File: src/rtl/tone_synth_pkg.sv
// Shared definitions for the tone synthesizer: waveform modes, voice limit
// and the mixer width helper.
package tone_synth_pkg;

  localparam int NVOICE_MAX = 4;

  typedef enum logic [1:0] {
    MODE_SAW    = 2'd0,
    MODE_SQUARE = 2'd1,
    MODE_TRI    = 2'd2,
    MODE_MUTE   = 2'd3
  } waveMode_e;

  // Enough headroom that summing every voice at full scale cannot wrap.
  function automatic int mixWidth(input int periodW, input int nVoice);
    return periodW + $clog2(nVoice);
  endfunction

endpackage

File: src/rtl/tone_voice.sv
// One synthesizer voice: a per-sample phase counter plus the waveform
// shaper that turns the current phase into an unsigned level.
module tone_voice
  import tone_synth_pkg::*;
#(
  parameter int PERIOD_W = 7
) (
  input  logic                clk_i,
  input  logic                rst_i,
  input  logic                enable_i,
  input  logic                newSample_i,
  input  logic [PERIOD_W-1:0] period_i,
  input  logic [1:0]          mode_i,
  output logic [PERIOD_W-1:0] wave_o
);

  localparam logic [PERIOD_W-1:0] ONE = PERIOD_W'(1);

  logic [PERIOD_W-1:0] phase_q, phase_d;
  logic [PERIOD_W-1:0] halfPeriod;
  logic [PERIOD_W-1:0] lastPhase;
  logic [PERIOD_W-1:0] fallSpan;
  logic [PERIOD_W:0]   twiceRise;
  logic [PERIOD_W:0]   twiceFall;
  logic                silent;
  waveMode_e           waveMode;

  assign silent     = (period_i == '0);
  assign waveMode   = waveMode_e'(mode_i);
  assign halfPeriod = period_i >> 1;
  assign lastPhase  = period_i - ONE;

  // >= rather than == so a period shortened below the current phase wraps
  // on the very next sample instead of running up to the counter limit.
  always_comb begin
    phase_d = phase_q;
    if (!enable_i || silent) begin
      phase_d = '0;
    end else if (newSample_i) begin
      phase_d = (phase_q >= lastPhase) ? '0 : phase_q + ONE;
    end
  end

  always_ff @(posedge clk_i) begin
    if (rst_i) begin
      phase_q <= '0;
    end else begin
      phase_q <= phase_d;
    end
  end

  // The falling edge is clamped at zero when the phase sits past a freshly
  // shortened period, so the triangle never wraps to a huge value.
  assign fallSpan  = (phase_q > lastPhase) ? '0 : lastPhase - phase_q;
  assign twiceRise = {phase_q, 1'b0};
  assign twiceFall = {fallSpan, 1'b0};

  always_comb begin
    wave_o = '0;
    if (!silent) begin
      case (waveMode)
        MODE_SAW:    wave_o = phase_q;
        MODE_SQUARE: wave_o = (phase_q < halfPeriod) ? '1 : '0;
        MODE_TRI: begin
          if (phase_q < halfPeriod) begin
            wave_o = twiceRise[PERIOD_W] ? '1 : twiceRise[PERIOD_W-1:0];
          end else begin
            wave_o = twiceFall[PERIOD_W] ? '1 : twiceFall[PERIOD_W-1:0];
          end
        end
        default:     wave_o = '0;
      endcase
    end
  end

endmodule

File: src/rtl/tone_synth.sv
// Multi-voice tone synthesizer: NVOICE tone_voice instances mixed into a
// registered stereo sample. Define TONE_SYNTH_PAN_EN for per-voice panning.
module tone_synth
  import tone_synth_pkg::*;
#(
  parameter int NVOICE   = 1,
  parameter int PERIOD_W = 7,
  parameter int SAMPLE_W = 24
) (
  input  logic                         clk100,
  input  logic                         rst,
  input  logic                         new_sample,
  input  logic                         enable,
  input  logic [NVOICE*PERIOD_W-1:0]   period,
  input  logic [NVOICE*2-1:0]          mode,
  input  logic [NVOICE*2-1:0]          pan,
  output logic [SAMPLE_W-1:0]          audio_l,
  output logic [SAMPLE_W-1:0]          audio_r,
  output logic                         sample_valid
);

  localparam int MIX_W = mixWidth(PERIOD_W, NVOICE);
  localparam int SHIFT = SAMPLE_W - MIX_W;

  logic [NVOICE-1:0][PERIOD_W-1:0] wave;
  logic [MIX_W-1:0]                mixL, mixR;
  logic                            takeSample;
  logic [SAMPLE_W-1:0]             audioL_q, audioL_d;
  logic [SAMPLE_W-1:0]             audioR_q, audioR_d;
  logic                            sampleValid_q, sampleValid_d;

  assign takeSample = new_sample & enable;

  for (genvar v = 0; v < NVOICE; v++) begin : g_voice
    tone_voice #(
      .PERIOD_W (PERIOD_W)
    ) u_voice (
      .clk_i       (clk100),
      .rst_i       (rst),
      .enable_i    (enable),
      .newSample_i (new_sample),
      .period_i    (period[v*PERIOD_W +: PERIOD_W]),
      .mode_i      (mode[v*2 +: 2]),
      .wave_o      (wave[v])
    );
  end

`ifdef TONE_SYNTH_PAN_EN
  always_comb begin
    mixL = '0;
    mixR = '0;
    for (int v = 0; v < NVOICE; v++) begin
      if (pan[2*v])   mixL = mixL + MIX_W'(wave[v]);
      if (pan[2*v+1]) mixR = mixR + MIX_W'(wave[v]);
    end
  end
`else
  // Pan is kept on the port list so both builds share one interface.
  logic unusedPan;
  assign unusedPan = ^pan;

  always_comb begin
    mixL = '0;
    for (int v = 0; v < NVOICE; v++) begin
      mixL = mixL + MIX_W'(wave[v]);
    end
    mixR = mixL;
  end
`endif

  always_comb begin
    sampleValid_d = takeSample;
    audioL_d      = '0;
    audioR_d      = '0;
    if (takeSample) begin
      audioL_d = SAMPLE_W'(mixL) << SHIFT;
      audioR_d = SAMPLE_W'(mixR) << SHIFT;
    end
  end

  always_ff @(posedge clk100) begin
    if (rst) begin
      audioL_q      <= '0;
      audioR_q      <= '0;
      sampleValid_q <= 1'b0;
    end else begin
      audioL_q      <= audioL_d;
      audioR_q      <= audioR_d;
      sampleValid_q <= sampleValid_d;
    end
  end

  // Masking with rst lets a reset raised right after a strobe drop the
  // pulse that is already sitting in the output register.
  assign sample_valid = sampleValid_q & ~rst;
  assign audio_l      = rst ? '0 : audioL_q;
  assign audio_r      = rst ? '0 : audioR_q;

endmodule

File: config.mk
export PLATFORM = sky130hd
export DESIGN_NAME = tone_synth
export DESIGN_NICKNAME = d
export VERILOG_FILES = /design/src/rtl/tone_synth_pkg.sv /design/src/rtl/tone_voice.sv /design/src/rtl/tone_synth.sv
export SDC_FILE = /design/constraint.sdc
export NUM_CORES = 1
export LEC_CHECK = 0
export ABC_AREA = 1
export CAP_MARGIN = 30
export CORE_MARGIN = 4
export CORE_UTILIZATION = 42
export CTS_CLUSTER_SIZE = 24
export DETAILED_ROUTE_END_ITERATION = 10
export HOLD_SLACK_MARGIN = 0.12
export PLACE_DENSITY_LB_ADDON = 0.2
export SETUP_SLACK_MARGIN = 0.1
export SLEW_MARGIN = 20
export SYNTH_ARGS = -nofsm -noshare
export SYNTH_HDL_FRONTEND = slang
export SYNTH_SLANG_ARGS = --single-unit
File: constraint.sdc
create_clock -name clk100 -period 2.3 [get_ports clk100]
set_input_delay 0.345 -clock clk100 [delete_from_list [all_inputs] [get_ports clk100]]
set_output_delay 0.345 -clock clk100 [all_outputs]
set_load 0.01 [all_outputs]
**After elaboration in Yosys (flattened, before gate mapping)**

Cells that the tools add are included.

- Logic and storage cells: 30
- Bits of input ports: 15
- Output and inout bits: 49
- Register bits: 32

- Add/sub/neg operators: 3
- Eq/ne operators: 2
- Bitwise logic cells: 4
- Magnitude comparators: 3
- Mux-type cells: 8
- Reduce and logical (&&, ||, !) cells: 6

Operators by type and width:

| operator | number |
|---|---|
| $mux W7 | 6 |
| $mux W24 | 1 |
| $pmux W7 S3 | 1 |
| $add A7 B1 Y7 const B | 1 |
| $ge A7 B7 Y1 | 1 |
| $gt A7 B7 Y1 | 1 |
| $logic_not A7 Y1 | 1 |
| $lt A7 B6 Y1 | 1 |
| $sub A7 B1 Y7 const B | 1 |
| $sub A7 B7 Y7 | 1 |
| $reduce_or A3 Y1 | 1 |
| $and A1 B1 Y1 | 2 |
| $eq A2 B1 Y1 const B | 1 |
| $eq A2 B2 Y1 const B | 1 |
| $logic_not A2 Y1 | 1 |
| $not A1 Y1 | 2 |
| $reduce_or A2 Y1 | 1 |
| $logic_not A1 Y1 | 1 |
| $logic_or A1 B1 Y1 | 1 |

**Logic depth before layout (Yosys ltp)**

- Depth after elaboration: 6
- Mapped depth: 15
- Gate-level depth less buffers: 15

**By module**

A second synthesis with hierarchy kept.

- Cells, all modules: 298
- Area, all modules: 1935.6 µm²

By module, submodules not included:

| module | instances | cells an instance | area each (µm²) | sequential area each (µm²) |
|---|---|---|---|---|
| tone_voice | 1 | 214 | 1315.0 | 140.1 |
| tone_synth | 1 | 84 | 620.6 | 160.2 |

**Worst setup path after synthesis**

Ideal clock, no wire load.

- Kind: input port to flip-flop
- Start point: input period[1]
- End point: register audioR_q[23]
- Setup time: 0.122 ns
- Data required time: 2.178 ns
- Path buffers: 0
- Data arrival time: 2.028 ns
- Stages: 14
- Path slack: 0.151 ns
- Path through: inv_1 ha_1 nand3_1 xor2_1 inv_1 ha_1 nand2_1 inv_1 a21oi_1 nand2_4 nand3_4 nand3_2 nand2_1 a21oi_2

- Cells in the longest elaborated chain, start to end: 6
- Elaborated cells between the ends (all ways): 11
- Classes of those cells: add/sub: 2; order compare: 2; mux: 5; reduce/logical: 2

Ends and longest elaborated chain:

| item | RTL line | source |
|---|---|---|
| from (decl) | tone_synth.sv:14 | `input logic [NVOICE*PERIOD_W-1:0] period,` |
| $sub A7 B1 Y7 | tone_voice.sv:31 | `assign lastPhase = period_i - ONE;` |
| $sub A7 B7 Y7 or $gt A7 B7 Y1 (tied branches) | tone_voice.sv:54 | `assign fallSpan = (phase_q > lastPhase) ? '0 : lastPhase - phase_q;` |
| $mux W7 | tone_voice.sv:54 |  |
| $mux W7 | tone_voice.sv:68 | `wave_o = twiceFall[PERIOD_W] ? '1 : twiceFall[PERIOD_W-1:0];` |
| $mux W7 | tone_voice.sv:65 | `if (phase_q < halfPeriod) begin` |
| $pmux W7 S3 | tone_voice.sv:61 | `case (waveMode)` |
| to (signal assigned) | tone_synth.sv:88 | `audioR_q <= audioR_d;` |
| to (decl) | tone_synth.sv:29 | `logic [SAMPLE_W-1:0] audioR_q, audioR_d;` |

Several ways; a longest one is shown, not always the timed one.
A chain may end at the register's enable or synchronous reset.

**Final worst setup path**

- Start point: input rst
- End point: output audio_r[19]

- Cells in the longest elaborated chain, start to end: 1

Ends and longest elaborated chain:

| item | RTL line | source |
|---|---|---|
| from (decl) | tone_synth.sv:11 | `input logic rst,` |
| $mux W24 | tone_synth.sv:97 | `assign audio_r = rst ? '0 : audioR_q;` |
| to (decl) | tone_synth.sv:18 | `output logic [SAMPLE_W-1:0] audio_r,` |

No other way between the ends.

==> impl_results.md <==
* CP max FO at 10
* Die Width at 75.3 µm
* Synthesis warning total at 0
* Antenna viol nets, final at 0
* Initial antenna violation count at 0
* Fmax at 490 MHz
* # rows at 24
* Drt wl/cell at 10.8 µm
* Congestion Overflow GR at 0
* CTS tree: built
* Setup ws final at 0.258 ns
* Seq. cell area at 300 µm²
* Hold slack final at 0.629 ns
* Multi-input logic area at 1300 µm²
* Fin crit period at 2.04 ns
* Root Driver: clkbuf_8
* Power Dens Cells at 329 nW/µm²
* P_leak at 1.21 nW
* Synth top area cells: buf_4 17%, dfxtp_1 16%, nand2_1 12%, inv_1 11%, ha_1 9.9%
* Status: finished, final reports clean
* Final core occ at 55.4%
* Seq/Total Area, Yosys at 15.8%
* N_diodes at 0
* Clk buf depth at 2
* Largest net degree at the start of global routing at 11
* H-tree Lvls at 1
* Post-route clock period utilization at 88.8%
* Peak supply drop at 0.217 mV
* # Max-Cap Violations at 0
* Synth cell types at 33
* Routed via count at 1,755
* Hold Path Class: register to register
* Share of the synthesized area in the top cell type at 16.6%
* Total power at 0.793 mW
* Initial DRT Pass Iterations at 6
* Worst skew pair latency at 0.25 ns
* Global-route wire length before repair at 6870 µm
* Port bufs at 27
* Setup-violating endpoint count in the final report at 0
* WP data required at 1.96 ns
* Reg clk slew, reported paths at 0.06 ns
* Clock Sinks at 15
* Post-DP HPWL at 3550 µm
* GRT Resource Usage Total at 15.7%
* Synth-to-Final Area Change at 27.0%
* Post-Syn Instances at 291
* Worst EP arrival at 1.70 ns
* Number of synthesized flops with an enable pin at 0
* Layout net count at 373
* Type of the worst setup path: primary input to output port
* Worst R2R Setup Slack at 0.39 ns
* Initial DRC Count at 89
* Register bit total from synthesis at 15
* RePlAce Congestion at 0.854
* WL final at 4260 µm
* Mean Syn Cell Area at 6.53 µm²
* DRC viols at 0
* Initial cell density of the core at 43.6%
* Final Hold Fails at 0
* Layout cells sized above 1 at 27.3%
* Async SR Flop Fraction at 0%
* Core area at 4350 µm²
* Post-synth top flop: dfxtp_1
* RSZ-0062 raised after global routing: false
* Crit end category: output port
* Die height at 75.3 µm
* Number of global-route vias before repair at 1,588
* I/O pin cnt at 64
* Count leader, synth: nand2_1
* Dpl ws at -0.416 ns
* Hold buffer count at CTS at 0
* Vias/cell at 4.47
* Top cell type by total area after synthesis: buf_4
* Clock Skew at 0.00165 ns
* Slew Viols, Final at 0
* Synthesized cell area at 1900 µm²
* Worst Setup Start Kind: primary input
* Commonest cells in the netlist: 60 x nand2_1, 55 x inv_1, 42 x buf_4
* Inserted Clock Buffers at 3
* Number of fillers in the final layout at 423
* Total die area at 5670 µm²
final timing paths:
path | startpoint | end | cells after the start
setup reg to reg | g_voice[0].u_voice.phase_q[2] | audioR_q[20] | 12
setup / recovery | rst | audio_r[19] | 3
hold reg to reg | g_voice[0].u_voice.phase_q[5] | g_voice[0].u_voice.phase_q[6] | 3
hold / removal | g_voice[0].u_voice.phase_q[5] | g_voice[0].u_voice.phase_q[6] | 3
layer usage:
| layer | track usage (%) | up-vias | routed length (µm) |
|---|---|---|---|
| met4 | 1.75 | 0 | 31 |
| met1 | 18.7 | 770 | 1830 |
| li1 | - | 927 | - |
| met3 | 3.34 | 4 | 278 |
| met5 | 0 | - | 0 |
| met2 | 29.7 | 54 | 2120 |
layout by cell type, fill, tap and decap left out, types with 7 or more instances in the layout:
cell type         n
a21oi_1           9
buf_4            28
clkdlybuf4s50_1  20
conb_1           34
dfxtp_1          15
ha_1              9
inv_1            52
nand2_1          50
nand2_2          14
nand3_1          11
nand3_2           7
nor2_1           22
state kept, by name (all words and copies together), names as in the netlist:
name / cells
sampleValid_q: 1
g_voice.u_voice.phase_q: 7
audioR_q: 7
kinds of logic after synthesis:
logic type,share of synthesized area [%]
compound gates,7.64
xor+xnor,2.76
fa+ha+maj,10.9
buf+inv,28.6
flops,15.8
other cells,0.197
simple gates,34.0
area by class of cell:
class	count	share of cell area, %
Timing Repair Buffer	57	20.2
Tap cell	52	2.70
Multi-Input combinational cell	208	53.9
Sequential cell	15	12.4
Clock buffer	4	1.87
Inverter	57	8.86
power by group:
group | internal (mW) | switching (mW) | total (mW) | leakage [nW]
Clock | 0.123 | 0.0955 | 0.218 | 0.0228
Sequential | 0.264 | 0.00163 | 0.265 | 0.121
Combinational | 0.129 | 0.180 | 0.310 | 1.06
what timing repair did:
action	CTS	global route
setup buffers	1	2
gates resized for setup	18	33
pin swaps	9	23
endpoints found under the setup margin	14	14
per-stage QoR:
stage / instance area [µm²] / TNS, ns / cells
global placement: 2240 / -5.39 / 386
finish: 2410 / 0 / 393
detailed placement: 2240 / -5.41 / 386
global route: 2410 / 0 / 393
CTS: 2330 / 0 / 391
floorplan: 2020 / 0 / 324
worst max-delay path, cell delays in order:
cell and delay (ns):
clkdlybuf4s50_1 0.58, nor2_1 0.21, clkdlybuf4s50_1 0.56
Note: power is estimated with default switching activity, not from simulation.
